[src/rtl/rev_seq_pkg.sv]
// rev_seq_pkg -- shared types for the reversible gate sequencer.
//   op_t    : 2-bit gate opcode (NOP, CNOT, TOFFOLI, FREDKIN)
//   instr_t : decoded instruction; bit indices are zero-extended to MAX_IW
//             bits so the struct does not depend on the register width
//   fsm_t   : sequencer states IDLE / RUN / DONE
//   idx_ok  : true when a decoded bit index addresses a real state bit
package rev_seq_pkg;

   localparam int MAX_IW = 8;

   typedef enum logic [1:0] {
      OP_NOP  = 2'b00,
      OP_CNOT = 2'b01,
      OP_TOFF = 2'b10,
      OP_FRED = 2'b11
   } op_t;

   typedef struct packed {
      op_t               op;
      logic [MAX_IW-1:0] c1;
      logic [MAX_IW-1:0] c2;
      logic [MAX_IW-1:0] t;
   } instr_t;

   typedef enum logic [1:0] {
      ST_IDLE = 2'b00,
      ST_RUN  = 2'b01,
      ST_DONE = 2'b10
   } fsm_t;

   function automatic logic idx_ok(input logic [MAX_IW-1:0] idx, input int width);
      return (int'(idx) < width);
   endfunction

endpackage

[src/rtl/rev_gate_unit.sv]
// rev_gate_unit -- combinational application of one reversible gate.
// Ports:
//   state      in   current WIDTH-bit register value
//   instr      in   decoded instruction (opcode + c1, c2, t indices)
//   next_state out  register value after the gate
//   conflict   out  instruction has aliased indices; it is applied as a NOP
// Build option: REV_SEQ_FREDKIN_EN enables opcode 11 as FREDKIN; without it
// opcode 11 is a NOP that never reports a conflict.
module rev_gate_unit
   import rev_seq_pkg::*;
#(
   parameter int WIDTH = 8
) (
   input  logic [WIDTH-1:0] state,
   input  instr_t           instr,
   output logic [WIDTH-1:0] next_state,
   output logic             conflict
);

   localparam int IW = $clog2(WIDTH);

   logic [IW-1:0] c1;
   logic [IW-1:0] c2;
   logic [IW-1:0] t;
   logic          in_range;

   assign c1 = instr.c1[IW-1:0];
   assign c2 = instr.c2[IW-1:0];
   assign t  = instr.t[IW-1:0];
   // Only matters for non power-of-two widths: unreachable bits leave state alone.
   assign in_range = idx_ok(instr.c1, WIDTH) && idx_ok(instr.c2, WIDTH) && idx_ok(instr.t, WIDTH);

   // Gate evaluation; aliased operands would make the gate non-reversible, so they are skipped.
   always_comb begin
      next_state = state;
      conflict   = 1'b0;
      case (instr.op)
         OP_CNOT: begin
            if (t == c1) begin
               conflict = 1'b1;
            end else if (in_range) begin
               next_state[t] = state[t] ^ state[c1];
            end else begin
               next_state = state;
            end
         end
         OP_TOFF: begin
            if ((t == c1) || (t == c2)) begin
               conflict = 1'b1;
            end else if (in_range) begin
               next_state[t] = state[t] ^ (state[c1] & state[c2]);
            end else begin
               next_state = state;
            end
         end
         OP_FRED: begin
`ifdef REV_SEQ_FREDKIN_EN
            if ((t == c1) || (c2 == c1)) begin
               conflict = 1'b1;
            end else if (in_range && state[c1]) begin
               next_state[c2] = state[t];
               next_state[t]  = state[c2];
            end else begin
               next_state = state;
            end
`else
            next_state = state;
`endif
         end
         default: begin
            next_state = state;
         end
      endcase
   end

endmodule

[src/rtl/rev_gate_sequencer.sv]
// rev_gate_sequencer -- runs a stored program of reversible gates over a
// WIDTH-bit register, forward or in reverse (uncompute), one gate per cycle.
// Ports:
//   clk, rst            clock; synchronous active-high reset (clears memory to NOP)
//   prog_we/addr/data   program write port, honoured only in IDLE;
//                       data = {opcode[1:0], c1, c2, t}
//   start, dir, len     launch a run; dir 1 = reverse; len clamped to DEPTH
//   state_in            initial register value captured at start
//   state_out           register value, final while done is high, then held
//   busy                high while running
//   done                one-cycle completion pulse
//   err                 sticky: some instruction of the run had aliased indices
// Build option: REV_SEQ_FREDKIN_EN (see rev_gate_unit).
module rev_gate_sequencer
   import rev_seq_pkg::*;
#(
   parameter int WIDTH = 8,
   parameter int DEPTH = 16
) (
   input  logic                                 clk,
   input  logic                                 rst,
   input  logic                                 prog_we,
   input  logic [$clog2(DEPTH)-1:0]             prog_addr,
   input  logic [2+3*$clog2(WIDTH)-1:0]         prog_data,
   input  logic                                 start,
   input  logic                                 dir,
   input  logic [$clog2(DEPTH):0]               len,
   input  logic [WIDTH-1:0]                     state_in,
   output logic [WIDTH-1:0]                     state_out,
   output logic                                 busy,
   output logic                                 done,
   output logic                                 err
);

   localparam int IW = $clog2(WIDTH);
   localparam int AW = $clog2(DEPTH);
   localparam int DW = 2 + 3 * IW;
   localparam logic [AW:0] DEPTH_L = (AW+1)'(DEPTH);

   fsm_t             fsm;
   fsm_t             fsm_nx;
   logic [AW-1:0]    pc;
   logic [AW-1:0]    pc_nx;
   logic [AW:0]      cnt;
   logic [AW:0]      cnt_nx;
   logic [AW:0]      len_c;
   logic             run_dir;
   logic             run_dir_nx;
   logic [WIDTH-1:0] state_nx;
   logic             err_nx;
   logic [DW-1:0]    mem [DEPTH];
   logic [DW-1:0]    raw;
   instr_t           instr;
   logic [WIDTH-1:0] gate_state;
   logic             gate_conflict;

   assign len_c = (len > DEPTH_L) ? DEPTH_L : len;

   // Combinational read so the next gate is ready in the cycle pc changes.
   assign raw   = mem[pc];
   assign instr = '{op: op_t'(raw[DW-1 -: 2]),
                    c1: MAX_IW'(raw[3*IW-1 -: IW]),
                    c2: MAX_IW'(raw[2*IW-1 -: IW]),
                    t:  MAX_IW'(raw[IW-1:0])};

   rev_gate_unit #(
      .WIDTH(WIDTH)
   ) u_gate (
      .state      (state_out),
      .instr      (instr),
      .next_state (gate_state),
      .conflict   (gate_conflict)
   );

   // Sequencer next-state: launch, step through len gates, pulse done.
   always_comb begin
      fsm_nx     = fsm;
      pc_nx      = pc;
      cnt_nx     = cnt;
      run_dir_nx = run_dir;
      state_nx   = state_out;
      err_nx     = err;
      case (fsm)
         ST_IDLE: begin
            if (start) begin
               state_nx   = state_in;
               err_nx     = 1'b0;
               run_dir_nx = dir;
               cnt_nx     = len_c;
               // Reverse runs begin at the last instruction of the program.
               pc_nx      = dir ? AW'(len_c - (AW+1)'(1)) : {AW{1'b0}};
               fsm_nx     = (len_c == {(AW+1){1'b0}}) ? ST_DONE : ST_RUN;
            end else begin
               fsm_nx = ST_IDLE;
            end
         end
         ST_RUN: begin
            state_nx = gate_state;
            err_nx   = err | gate_conflict;
            cnt_nx   = cnt - (AW+1)'(1);
            if (cnt == (AW+1)'(1)) begin
               fsm_nx = ST_DONE;
            end else begin
               fsm_nx = ST_RUN;
               pc_nx  = run_dir ? (pc - AW'(1)) : (pc + AW'(1));
            end
         end
         ST_DONE: begin
            fsm_nx = ST_IDLE;
         end
         default: begin
            fsm_nx = ST_IDLE;
         end
      endcase
   end

   // State and registered status outputs.
   always_ff @(posedge clk) begin
      if (rst) begin
         fsm       <= ST_IDLE;
         pc        <= {AW{1'b0}};
         cnt       <= {(AW+1){1'b0}};
         run_dir   <= 1'b0;
         state_out <= {WIDTH{1'b0}};
         err       <= 1'b0;
         busy      <= 1'b0;
         done      <= 1'b0;
      end else begin
         fsm       <= fsm_nx;
         pc        <= pc_nx;
         cnt       <= cnt_nx;
         run_dir   <= run_dir_nx;
         state_out <= state_nx;
         err       <= err_nx;
         busy      <= (fsm_nx == ST_RUN);
         done      <= (fsm_nx == ST_DONE);
      end
   end

   // Program memory; all-zero words are NOPs, and writes are locked out while running.
   always_ff @(posedge clk) begin
      if (rst) begin
         for (int i = 0; i < DEPTH; i++) begin
            mem[i] <= {DW{1'b0}};
         end
      end else if (prog_we && (fsm == ST_IDLE)) begin
         mem[prog_addr] <= prog_data;
      end
   end

endmodule

[config.mk]
export PLATFORM = sky130hd
export DESIGN_NAME = rev_gate_sequencer
export DESIGN_NICKNAME = d
export VERILOG_FILES = /design/src/rtl/rev_seq_pkg.sv /design/src/rtl/rev_gate_unit.sv /design/src/rtl/rev_gate_sequencer.sv
export SDC_FILE = /design/constraint.sdc
export NUM_CORES = 1
export LEC_CHECK = 0
export CAP_MARGIN = 20
export CORE_ASPECT_RATIO = 0.9
export CORE_MARGIN = 2
export CORE_UTILIZATION = 66
export DETAILED_ROUTE_END_ITERATION = 8
export PLACE_DENSITY_LB_ADDON = 0.12
export SLEW_MARGIN = 30
export SYNTH_ARGS = -nofsm -noshare
export SYNTH_HDL_FRONTEND = slang
export SYNTH_SLANG_ARGS = --single-unit
[constraint.sdc]
create_clock -name clk -period 6.9 [get_ports clk]
set_clock_uncertainty 0.1 [all_clocks]
set_input_delay 0.69 -clock clk [delete_from_list [all_inputs] [get_ports clk]]
set_output_delay 0.69 -clock clk [all_outputs]
set_load 0.02 [all_outputs]
==> impl_metrics.ini, run 1 <==
[floorplan]
fp.coreArea_sq_um = 15280
io_pins = 44
start_util_pct = 66.71
dieArea_sq_um = 16460
die_h_microns = 121.9
rows = 43
die_w_microns = 135

[placed_design]
dp_hpwl_microns = 16120
place_area_sq_um = 10640
port_buffers = 43
place.gp.congestion = 0.9089

[synthesis]
ys_types = 72
ys_ff_latch = 203
async_reset_ff_share_pct = 0
synth-edff-count = 176
yosysSeqAreaShare_pct = 57.15
synth_cells = 773
synth_compound_area_share_pct = 6.113
synth_top_area_share_pct = 51.85
synth_top_family_by_area = simple AND/OR/NAND/NOR gates
synth_xor_area_share_pct = 0.8592
ys.flop_type = edfxtp_1
synth_largest_area_cell = edfxtp_1
synthesis.nets = 815
yosys_warnings = 0
muxShareOfSynthArea_pct = 13.18
synth_area_sq_um = 10190
synthAdderAreaFrac_pct = 1.178
syn_avg_cell_area_sq_um = 13.19
yosysMostFrequentCell = and2_1
yosys.area_share.simple_pct = 17.97
yosys-top-cells-count = and2_1, edfxtp_1, mux4_2
yosys-top-cells-area = edfxtp_1, and2_1, mux4_2

[critical_path]
cp.arrival_ns = 4.55
critical_path.max_fanout = 28
cp-start-kind = flop
critPathRequiredTime_ns = 7.19
reg2reg_setup_slack_ns = 2.64
worstSetupPathType = reg -> reg
endpoint_kind = flop
worst-r2r-cell-count = 9
reg2reg_to = state_out[4]$_SDFFE_PP0P_

[hold_path]
min_from = err$_SDFFE_PP0P_
hp-class = reg -> reg
hold_depth = 2
whs_endpoint = err$_SDFFE_PP0P_

[grt]
grt_overflow = 0
track_usage_pct = 31.23
grt_max_degree = 42
antenna_found_initial = 0
grt_pass1_wl_microns = 37690
grt_pass1_vias = 6523

[clocking]
cts_num_sinks = 203
root_buffer = clkbuf_16
postCtsSetupRepairBufs = 0
clk_latency_ns = 0.50
htree_levels = 1
cts-resized-gates = 0
cts_buffers = 21
cts_tree = done
clk_pin_slew_worst_paths_ns = 0.06
cts_hold_buf = 0
clk_path_buf_depth = 3

[routing]
firstDrtPassIters = 5
drc = 0
ant_nets = 0
drt_iter0_markers = 644
num_vias = 6496
wl_microns = 24790
avgViaCountPerCell = 6.432
wl_per_cell_microns = 24.54

[power]
p_sw_share_pct = 26.47
comb_power_share_pct = 15.8
power_mw = 2.976
power_switching_mw = 0.7879
power_density_nw_per_um2 = 263.9
ir_worst_vdd_mv = 0.2059
clockPowerShare_pct = 35.8
power_frac_seq_pct = 48.5
power.internal_mw = 2.189
power.leakage_nw = 4.119

[layout]
final_util_pct = 73.82
syn_to_final_growth_pct = 10.65
fin_area_sq_um = 11280
nets = 835
insertedDiodeCount = 0
drive_gt1_share_pct = 14.36
nFillCells = 976

[timing]
worstMarginPinSlew_ns = 0.9906
period_share_pct = 61.78
min_period_ns = 4.263
timing.fmax_ghz = 0.2346
final-setup-viol-count = 0
rsz0062_at_grt = false
final_hold_viol_count = 0
maxSlewViolCount = 0
tns_ns = 0
relSlewSlack_pct = 33.71

[outcome]
outcome = complete, no violations

[job]
maxCapViolCount = 0
-- registers in the layout (all words and copies together) (netlist names), named ones only --
signal     flops
run_dir        1
err            1
fsm            2
state_out      8
done           1
cnt            5
mem          176
pc             4
busy           1
-- layout make-up --
type | instances | area, sq um | share of cell area, %
tap | 202 | 252.7 | 2.241
inverter | 14 | 52.55 | 0.4659
multi-input combinational | 501 | 4011 | 35.56
sequential | 203 | 5831 | 51.69
timing repair buffer | 52 | 498.0 | 4.415
clock buffer | 25 | 540.5 | 4.792
clock inverter | 13 | 93.84 | 0.8319
-- power groups by stage --
stage                     combinational [mW]  sequential [mW]  clock [mW]
after global placement                 0.448             1.46           0
after global routing                   0.501             1.45        1.11
after CTS                              0.463             1.44        1.07
after detailed placement               0.459             1.47           0
final                                  0.469             1.44        1.06
after floorplan                        0.373             1.43           0
-- layout by cell type (no fill, tap or decap), drive strengths merged, types with 18 or more instances in the layout --
cell type,instances
nor2,39
or2,19
mux2i,25
and2,179
clkdlybuf4s50,43
clkbuf,25
a21oi,18
nand2,37
edfxtp,176
dfxtp,27
mux4,45
-- critical path, cell delays in order (launching register included) --
cell      delay (ns)
dfxtp_2         0.75
buf_4           0.59
mux4_2          0.58
a22o_1          0.32
a221oi_4        0.35
a2111o_1        0.18
nand4_1         0.17
or4_1           0.59
and2_4          0.21
o41ai_1         0.26
-- worst max-delay path by stage --
| stage | from | to | slack, ns |
|---|---|---|---|
| final | flop | state_out[4]$_SDFFE_PP0P_ | 2.64 |
| after global routing | flop | state_out[4]$_SDFFE_PP0P_ | 2.40 |
| after CTS | flop | state_out[4]$_SDFFE_PP0P_ | 2.66 |
| after detailed placement | flop | state_out[5]$_SDFFE_PP0P_ | 2.70 |
| after global placement | flop | state_out[2]$_SDFFE_PP0P_ | 2.76 |
| after floorplan | flop | state_out[0]$_SDFFE_PP0P_ | 3.42 |
-- routing by layer --
metal  GRT usage (%)  vias to the layer above  part of all wire (%)  wire length, microns
met2           52.73                      349                    49                 12130
met4           9.570                        0                   2.7                   681
met5               0                        -                     0                     0
met1           41.89                     3227                    39                  9664
met3           5.909                       49                   9.3                  2305
li1                -                     2871                     -                     -
-- cell families (layout without fill, tap and decap cells) --
family                   count (synthesis)  in the layout
flip-flops                             203            203
multiplexers                            74             74
AO/OA/AOI/OAI                           87             87
adder cells (fa/ha/maj)                  9              9
buffers and inverters                   69            104
XOR/XNOR                                10             10
AND/OR/NAND/NOR                        321            321
-- per-stage QoR --
| stage | hold slack [ns] | instances | setup WS [ns] |
|---|---|---|---|
| 3_5_place_dp | 0.3947 | 972 | 2.696 |
| 2_1_floorplan | 0.3786 | 773 | 3.416 |
| 6_report | 0.4015 | 1010 | 2.637 |
| 4_1_cts | 0.4095 | 1010 | 2.657 |
| 3_3_place_gp | 0.3683 | 972 | 2.759 |
| 5_1_grt | 0.4599 | 1010 | 2.397 |
Note: power is estimated with default switching activity, not from simulation.
==> run 2, diff against run 1 <==
Settings changed: CORE_UTILIZATION 66 to 61.
Clock period 6.9 ns to 4.4 ns, I/O delays scaled along.
==> impl_metrics.ini, run 2 (same netlist as run 1, synthesis figures left out) <==
[layout]
syn_to_final_growth_pct = 12.30
mostFrequentLayoutCells = and2_1, edfxtp_1, clkdlybuf4s50_1
insertedDiodeCount = 0
nets = 850
largestRegisters = mem: 176 flops, state_out: 8 flops, cnt: 5 flops
fin_area_sq_um = 11450
largest_register = mem
largest_register_ff_count = 176
drive_gt1_share_pct = 15.55
mostFrequentLayoutCell = and2_1
layoutNonFillerInstCount = 1030

[clocking]
htree_levels = 1
cts_num_sinks = 203
cts_hold_buf = 0
cts_tree = done
clk_pin_slew_worst_paths_ns = 0.06
postCtsSetupRepairBufs = 0
clk_path_buf_depth = 3
cts-resized-gates = 0
root_buffer = clkbuf_16
clk_latency_ns = 0.51
cts_buffers = 22

[routing]
wl_microns = 24230
drt_iter0_markers = 621
ant_nets = 0
wl_per_cell_microns = 23.52
drc = 0
avgViaCountPerCell = 6.279
num_vias = 6467
firstDrtPassIters = 5

[power]
ir_worst_vdd_mv = 0.3850
clockPowerShare_pct = 36.6
comb_power_share_pct = 15.9
power_density_nw_per_um2 = 414.4
power.leakage_nw = 4.218
p_sw_share_pct = 26.07
power.internal_mw = 3.507
power_switching_mw = 1.237
power_frac_seq_pct = 47.5
power_mw = 4.744

[floorplan]
rows = 44
die_w_microns = 140.3
io_pins = 44
fp.coreArea_sq_um = 16240
die_h_microns = 126.6
dieArea_sq_um = 17760
start_util_pct = 62.77

[hold_path]
min_from = err$_SDFFE_PP0P_
whs_endpoint = err$_SDFFE_PP0P_
hold_depth = 2
hp-class = reg -> reg

[placed_design]
place_ws_ns = 0.6928
place.gp.congestion = 0.9186
place_area_sq_um = 10770
dp_hpwl_microns = 16240
port_buffers = 43
dp.cells = 991

[timing]
min_period_ns = 3.718
maxSlewViolCount = 0
rsz0062_at_grt = false
final_hold_viol_count = 0
tns_ns = 0
relSlewSlack_pct = 44.75
worst_slack_ns = 0.6817
timing.fmax_ghz = 0.2689
period_share_pct = 84.51
final-setup-viol-count = 0
worstMarginPinSlew_ns = 0.8262

[critical_path]
critPathRequiredTime_ns = 4.69
worstSetupPathType = reg -> reg
reg2reg_to = state_out[4]$_SDFFE_PP0P_
worst-r2r-cell-count = 10
cp-start-kind = flop
endpoint_kind = flop
reg2reg_setup_slack_ns = 0.68
critical_path.max_fanout = 24
cp.arrival_ns = 4.01

[grt]
grt_pass1_wl_microns = 37740
antenna_found_initial = 0
grt_overflow = 0
grt_pass1_vias = 6629
track_usage_pct = 28.24
grt_max_degree = 41

[outcome]
outcome = complete, no violations

[job]
maxCapViolCount = 0
-- run 2: cell types whose count changed in the layout (fill, tap and decap cells not counted), moves of 2 or more --
cell,previous run,this run
buf_12,0,2
buf_4,9,21
clkbuf_1,4,6
clkinv_2,4,1
dfxtp_2,1,3
nor2_1,37,39
nor2_2,2,0
-- run 2: power by group through the flow --
stage          Combinational (mW)  Clock [mW]  Sequential, mW
2_1_floorplan               0.586           0            2.25
3_3_place_gp                0.725           0            2.29
3_5_place_dp                0.744           0            2.29
4_1_cts                     0.749        1.75            2.25
5_1_grt                     0.812        1.82            2.26
6_report                    0.754        1.74            2.25
-- run 2: worst max-delay path, cell delays in order, from the launching register on --
cell      delay [ns]
dfxtp_2         0.68
buf_12          0.29
mux4_1          0.64
mux2i_4         0.23
nand2_1         0.14
o21ai_0         0.17
a2111o_1        0.18
nand4_1         0.13
or4_1           0.57
and2_4          0.21
o41ai_1         0.26
-- run 2: worst max-delay path by stage --
| stage | from | to | slack [ns] | cells past startpoint |
|---|---|---|---|---|
| 2_1_floorplan | flop | state_out[0]$_SDFFE_PP0P_ | 0.92 | 12 |
| 3_3_place_gp | flop | state_out[2]$_SDFFE_PP0P_ | 0.78 | 10 |
| 3_5_place_dp | flop | state_out[5]$_SDFFE_PP0P_ | 0.69 | 10 |
| 4_1_cts | flop | state_out[4]$_SDFFE_PP0P_ | 0.67 | 10 |
| 5_1_grt | flop | state_out[4]$_SDFFE_PP0P_ | 0.38 | 10 |
| 6_report | flop | state_out[4]$_SDFFE_PP0P_ | 0.68 | 10 |
-- run 2: routing by layer --
| metal | GRT usage (%) | wire length (microns) | vias to the layer above |
|---|---|---|---|
| li1 | - | - | 2902 |
| met2 | 45.07 | 11200 | 321 |
| met3 | 5.172 | 2240 | 62 |
| met1 | 39.34 | 9927 | 3182 |
| met4 | 10.87 | 862 | 0 |
| met5 | 0 | 0 | - |
-- run 2: layout make-up --
class	count	area, sq um
Fill cell	1111	4793
Tap cell	207	259.0
Timing Repair Buffer	66	628.1
Multi-Input combinational cell	501	4006
Clock buffer	29	586.8
Inverter	14	52.55
Clock inverter	10	85.08
Sequential cell	203	5829
-- run 2: through the flow --
stage | util (%) | hold slack (ns)
final | 70.49 | 0.3960
after global routing | 70.49 | 0.4474
after CTS | 70.48 | 0.4029
after detailed placement | 66.34 | 0.3886
after global placement | 66.34 | 0.3683
after floorplan | - | 0.3786
==> run 3, diff against run 2 <==
Settings changed: CORE_UTILIZATION 61 to 55.
Clock period 4.4 ns to 3.1 ns, I/O delays scaled along.
==> impl_metrics.ini, run 3 (same netlist as run 1, synthesis figures left out) <==
[clocking]
cts_num_sinks = 203
clk_path_buf_depth = 3
clk_pin_slew_worst_paths_ns = 0.06
clk_latency_ns = 0.51
htree_levels = 1
cts_tree = done
root_buffer = clkbuf_16
cts_buffers = 22
cts_hold_buf = 0

[grt]
grt_overflow = 0
track_usage_pct = 26.88
grt_pass1_wl_microns = 39560
grt_max_degree = 41
antenna_found_initial = 0
grt_pass1_vias = 6615

[power]
power_switching_mw = 1.838
power_density_nw_per_um2 = 594.0
power_frac_seq_pct = 44.4
p_sw_share_pct = 25.74
comb_power_share_pct = 18.7
power.leakage_nw = 4.486
power.internal_mw = 5.302
power_mw = 7.140
clockPowerShare_pct = 36.9
ir_worst_vdd_mv = 0.5036

[floorplan]
start_util_pct = 55.74
die_h_microns = 133.2
die_w_microns = 147.5
rows = 47
io_pins = 44
fp.coreArea_sq_um = 18290
dieArea_sq_um = 19640

[critical_path]
crit_family = multiplexers
path_cells = buf_12, mux4_2, mux4_2, buf_4, xnor2_1, a311o_1, or2_1, a21o_1, o31ai_2
critPathRequiredTime_ns = 3.40
crit_top_cell = mux4_2
endpoint_kind = flop
worstSetupPathType = reg -> reg
cp.depth = 9
slowest_stage = mux4_2
critical_path.max_fanout = 11
slowest_delay_ns = 0.57
worst-r2r-cell-count = 9
cp.arrival_ns = 3.58
crit_buf_inv = 2
cp-start-kind = flop

[outcome]
outcome = finished with violations
failed_checks = setup timing

[timing]
min_period_ns = 3.283
final_hold_viol_count = 0
rsz0062_at_grt = true
final-setup-viol-count = 8
timing.fmax_ghz = 0.3046
relSlewSlack_pct = 46.07
period_share_pct = 105.9
worst_slack_ns = -0.1826
maxSlewViolCount = 0
worstMarginPinSlew_ns = 0.8064

[layout]
nets = 890
layoutNonFillerInstCount = 1109
regArea_sq_um = 5831
largestRegisters = mem: 176 flops, state_out: 8 flops, cnt: 5 flops
syn_to_final_growth_pct = 17.92
largest_register_ff_count = 176
insertedDiodeCount = 0
nFillCells = 1361
fin_area_sq_um = 12020
mostFrequentLayoutCells = and2_1, edfxtp_1, buf_4
largest_register = mem
drive_gt1_share_pct = 21.64
mostFrequentLayoutCell = and2_1
multi_input_area_sq_um = 4125

[placed_design]
dp.cells = 1059
place_area_sq_um = 11100
port_buffers = 43
dp_hpwl_microns = 17020
place.gp.congestion = 0.9213

[routing]
num_vias = 6584
drc = 0
firstDrtPassIters = 5
ant_nets = 0
wl_per_cell_microns = 23.04
drt_iter0_markers = 509
avgViaCountPerCell = 5.937
wl_microns = 25560

[hold_path]
hp-class = in -> reg
hold_depth = 3

[job]
maxCapViolCount = 0
-- run 3: cell types whose count changed in the layout (fill, tap and decap cells not counted), sizes merged --
cell and change:
buf +40, bufinv +2, clkbuf +2, inv -2, clkinv -1
-- run 3: path summary, 6_finish.rpt --
check / slack, ns / to / startpoint
setup / recovery: -0.18 / state_out[3]$_SDFFE_PP0P_ / flop
hold / removal: 0.40 / run_dir$_SDFFE_PP0P_ / dir
setup reg to reg: -0.18 / state_out[3]$_SDFFE_PP0P_ / flop
hold reg to reg: 0.41 / err$_SDFFE_PP0P_ / err$_SDFFE_PP0P_
-- run 3: power by group through the flow --
stage | Sequential [mW] | Clock, mW | Combinational (mW)
after floorplan | 3.19 | 0 | 0.853
after CTS | 3.17 | 2.66 | 1.30
after global routing | 3.18 | 2.78 | 1.43
final | 3.17 | 2.63 | 1.34
after detailed placement | 3.22 | 0 | 1.23
after global placement | 3.22 | 0 | 1.22
-- run 3: cell type report --
class	count	share of cell area, %
tap	245	2.550
clock buffer	31	4.944
timing repair buffer	106	8.140
multi-input combinational	501	34.32
sequential	203	48.51
inverter	14	0.4476
clock inverter	9	1.093
-- run 3: what timing repair did --
item                                    4_1_cts  5_1_grt
setup buffers                                 9        1
endpoints found under the setup margin        8        8
gates resized for setup                      13        8
-- run 3: per-layer routing --
metal / routed length [microns] / global-route usage (%)
met5: 0 / 0
met4: 554 / 5.929
met3: 1818 / 4.623
met2: 11950 / 42.56
met1: 11240 / 39.69
-- run 3: per-stage QoR --
| stage | hold slack, ns | setup TNS (ns) | worst slack (ns) | utilization, % |
|---|---|---|---|---|
| after floorplan | 0.3460 | -1.021 | -0.1465 | - |
| after global placement | 0.3698 | -1.087 | -0.1452 | 60.72 |
| after detailed placement | 0.3907 | -1.378 | -0.2084 | 60.72 |
| after CTS | 0.3910 | -0.8311 | -0.1311 | 65.44 |
| after global routing | 0.4232 | -1.860 | -0.2573 | 65.72 |
| final | 0.4012 | -0.9976 | -0.1826 | 65.72 |
-- run 3: worst register-to-register path, cell delays in order (launching register included) --
cell and delay (ns):
dfxtp_4 0.39, buf_12 0.16, mux4_2 0.52, mux4_2 0.57, buf_4 0.17, xnor2_1 0.14, a311o_1 0.40, or2_1 0.30
a21o_1 0.20, o31ai_2 0.22
==> edit: new RTL, flow settings as in run 3 <==
`WIDTH` is set to 8 in 2 places; all go to 16.
--- a/src/rtl/rev_gate_unit.sv
+++ b/src/rtl/rev_gate_unit.sv
@@ -11,3 +11,3 @@
 #(
-   parameter int WIDTH = 8
+   parameter int WIDTH = 16
 ) (
--- a/src/rtl/rev_gate_sequencer.sv
+++ b/src/rtl/rev_gate_sequencer.sv
@@ -16,3 +16,3 @@
 #(
-   parameter int WIDTH = 8,
+   parameter int WIDTH = 16,
    parameter int DEPTH = 16
Ports: changed (resized prog_data, state_in and state_out); port bits go from 44 to 63. The function was not compared with the original's and may differ.
==> edit against run 3 <==
The run still ends with setup timing left; wire length increased by 36%; synthesized area is 26% higher; non-clock buffer count increased by 105; setup slack got worse by 0.38 ns; sequential power is 28% higher; worst hold slack lost 0.14 ns; cell count rose by 36%; sequential cell count is 56 higher; total power rose by 35%; design area increased by 34%; critical endpoint is now state_out[5]; largest cell class unchanged; highest routed layer unchanged.
==> edit: results (changes against run 3) <==
| Metric | Value |
|---|---|
| Relative slew slack | 0.415 (was 0.461) |
| Result of the run | finished, violations left (unchanged) |
| Comb pwr share | 0.227 (was 0.187) |
| Mean Syn Cell Area | 12.7 um2 (was 13.2 um2) |
| Failing checks | setup timing (unchanged) |
| Hpwl dp | 24100 um (was 17000 um) |
| Flop+latch power | 0.00406 W (was 0.00317 W) |
| Post-Synth XOR/XNOR Area | 0.00613 (was 0.00859) |
| Cells after DPL | 1445 (was 1059) |
| Crit Path Max Fanout | 15 (was 11) |
| Worst min path class | in -> reg (unchanged) |
| DR WL/cell | 23.0 um (about the same) |
| 1st-iter DRT viols | 833 (was 509) |
| Register area share after synthesis | 0.578 (was 0.571) |
| HP Start | rst (was dir) |
| Final non-filler cell total | 1505 (was 1109) |
| Place WS | -0.750 ns (was -0.208 ns) |
| Layout cells sized above 1 | 0.262 (was 0.216) |
| Worst setup margin | -0.565 ns (was -0.183 ns) |
| H-Tree Depth | 1 (unchanged) |
| Setup Viol. Count Final | 16 (was 8) |
| EDFF count, synth | 224 (was 176) |
| Maximum vdd ir drop | 0.485 mV (was 0.504 mV) |
| Syn_nets | 1061 (was 815) |
| GP Congestion | 0.929 (was 0.921) |
| WP data arrival | 3.97 ns (was 3.58 ns) |
| Antenna cells | 0 (unchanged) |
| Synth Area in Compound Gates | 0.0814 (was 0.0611) |
| I/O Buffers | 62 (was 43) |
| Yosys warnings | 0 (unchanged) |
| Max_cap viols | 0 (unchanged) |
| Unique cell type count in the Yosys netlist | 68 (was 72) |
| Top post-synthesis cells by count | and2_1 (230), edfxtp_1 (224), nor2_1 (61), mux4_2 (52), clkbuf_1 (51) (was and2_1 (177), edfxtp_1 (176), mux4_2 (40), nor2_1 (39), clkbuf_1 (37)) |
| Async SR Flop Fraction | 0 (unchanged) |
| # DRC | 0 (unchanged) |
| Vias | 8998 (was 6584) |
| Clock insertion delay at the later pin of the skew report | 0.56 ns (was 0.51 ns) |
| Largest net degree at the start of global routing | 50 (was 41) |
| Placed cell areas | 15000 um2 (was 11100 um2) |
| Nets | 1234 (was 890) |
| Adder-Cell Fraction of Synth Area | 0.00935 (was 0.0118) |
| Internal Pwr Total | 0.00700 W (was 0.00530 W) |
| Proportion of synthesized area in mux cells | 0.108 (was 0.132) |
| Leak | 6.07 nW (was 4.49 nW) |
| Filler instances | 1610 (was 1361) |
| Initial antenna violation count | 0 (unchanged) |
| Largest regs | mem: 224 flops, state_out: 16 flops, cnt: 5 flops (was mem: 176 flops, state_out: 8 flops, cnt: 5 flops) |
| Clock Root Buffer | clkbuf_16 (unchanged) |
| Vias in the first global route | 8882 (was 6615) |
| Total track usage | 0.290 (was 0.269) |
| Num CTS Buffers | 28 (was 22) |
| Global-route wire length before repair | 52900 um (was 39600 um) |
| Top post-synthesis cells by area | edfxtp_1 (52%), and2_1 (11%), mux4_2 (9.1%) (was edfxtp_1 (52%), and2_1 (11%), mux4_2 (8.8%)) |
| Post-route design area | 16200 um2 (was 12000 um2) |
| WS Path Type | reg -> reg (unchanged) |
[edit: cell families (layout without fill, tap and decap cells)]
group / count (synthesis) / count (layout)
XOR/XNOR: 9 / 9
flip-flops: 259 / 259
AND/OR/NAND/NOR: 431 / 431
adder cells (fa/ha/maj): 9 / 9
AO/OA/AOI/OAI: 146 / 146
buffers and inverters: 80 / 275
multiplexers: 74 / 74
[edit: final timing paths]
path / end / slack (ns) / cells after the start
hold / removal: cnt[4] / 0.26 / 3
setup / recovery: state_out[5] / -0.56 / 12
setup reg to reg: state_out[5] / -0.56 / 12
hold reg to reg: err / 0.37 / 2
[edit: what timing repair did]
item | in CTS | in global routing
setup endpoints to repair | 16 | 17
hold buffers | 0 | 0
buffers inserted | 7 | 1
gates resized for setup | 5 | 18
pin swaps | 2 | 5
[edit: critical path, stage by stage, from the launching register on]
cell and delay (ns):
dfxtp_4 0.42, buf_12 0.15, mux4_2 0.54, mux4_2 0.55, ha_4 0.21, o221a_4 0.25, a221o_1 0.37, a211oi_4 0.30
buf_4 0.17, nor3_4 0.04, buf_12 0.18, a21oi_1 0.15, o41ai_1 0.08
[edit: stage by stage]
step	TNS [ns]	power, W	hold WS [ns]
final	-8.64	0.00966	0.264
after global routing	-10.08	0.00998	0.256
after CTS	-9.07	0.00958	0.237
after detailed placement	-11.33	0.00616	0.367
after global placement	-10.97	0.00613	0.361
after floorplan	-8.13	0.00527	0.349
[edit: cell type report]
type,instances,area share
timing repair buffer,211,0.128
inverter,12,0.00279
tap,302,0.0234
sequential,259,0.460
clock inverter,18,0.0136
clock buffer,34,0.0447
multi-input combinational,669,0.328
[edit: routing by layer]
metal,GRT usage,wire length [um]
met5,0,0
met3,0.0322,1800
met4,0.0817,1030
met1,0.401,14800
met2,0.491,17100
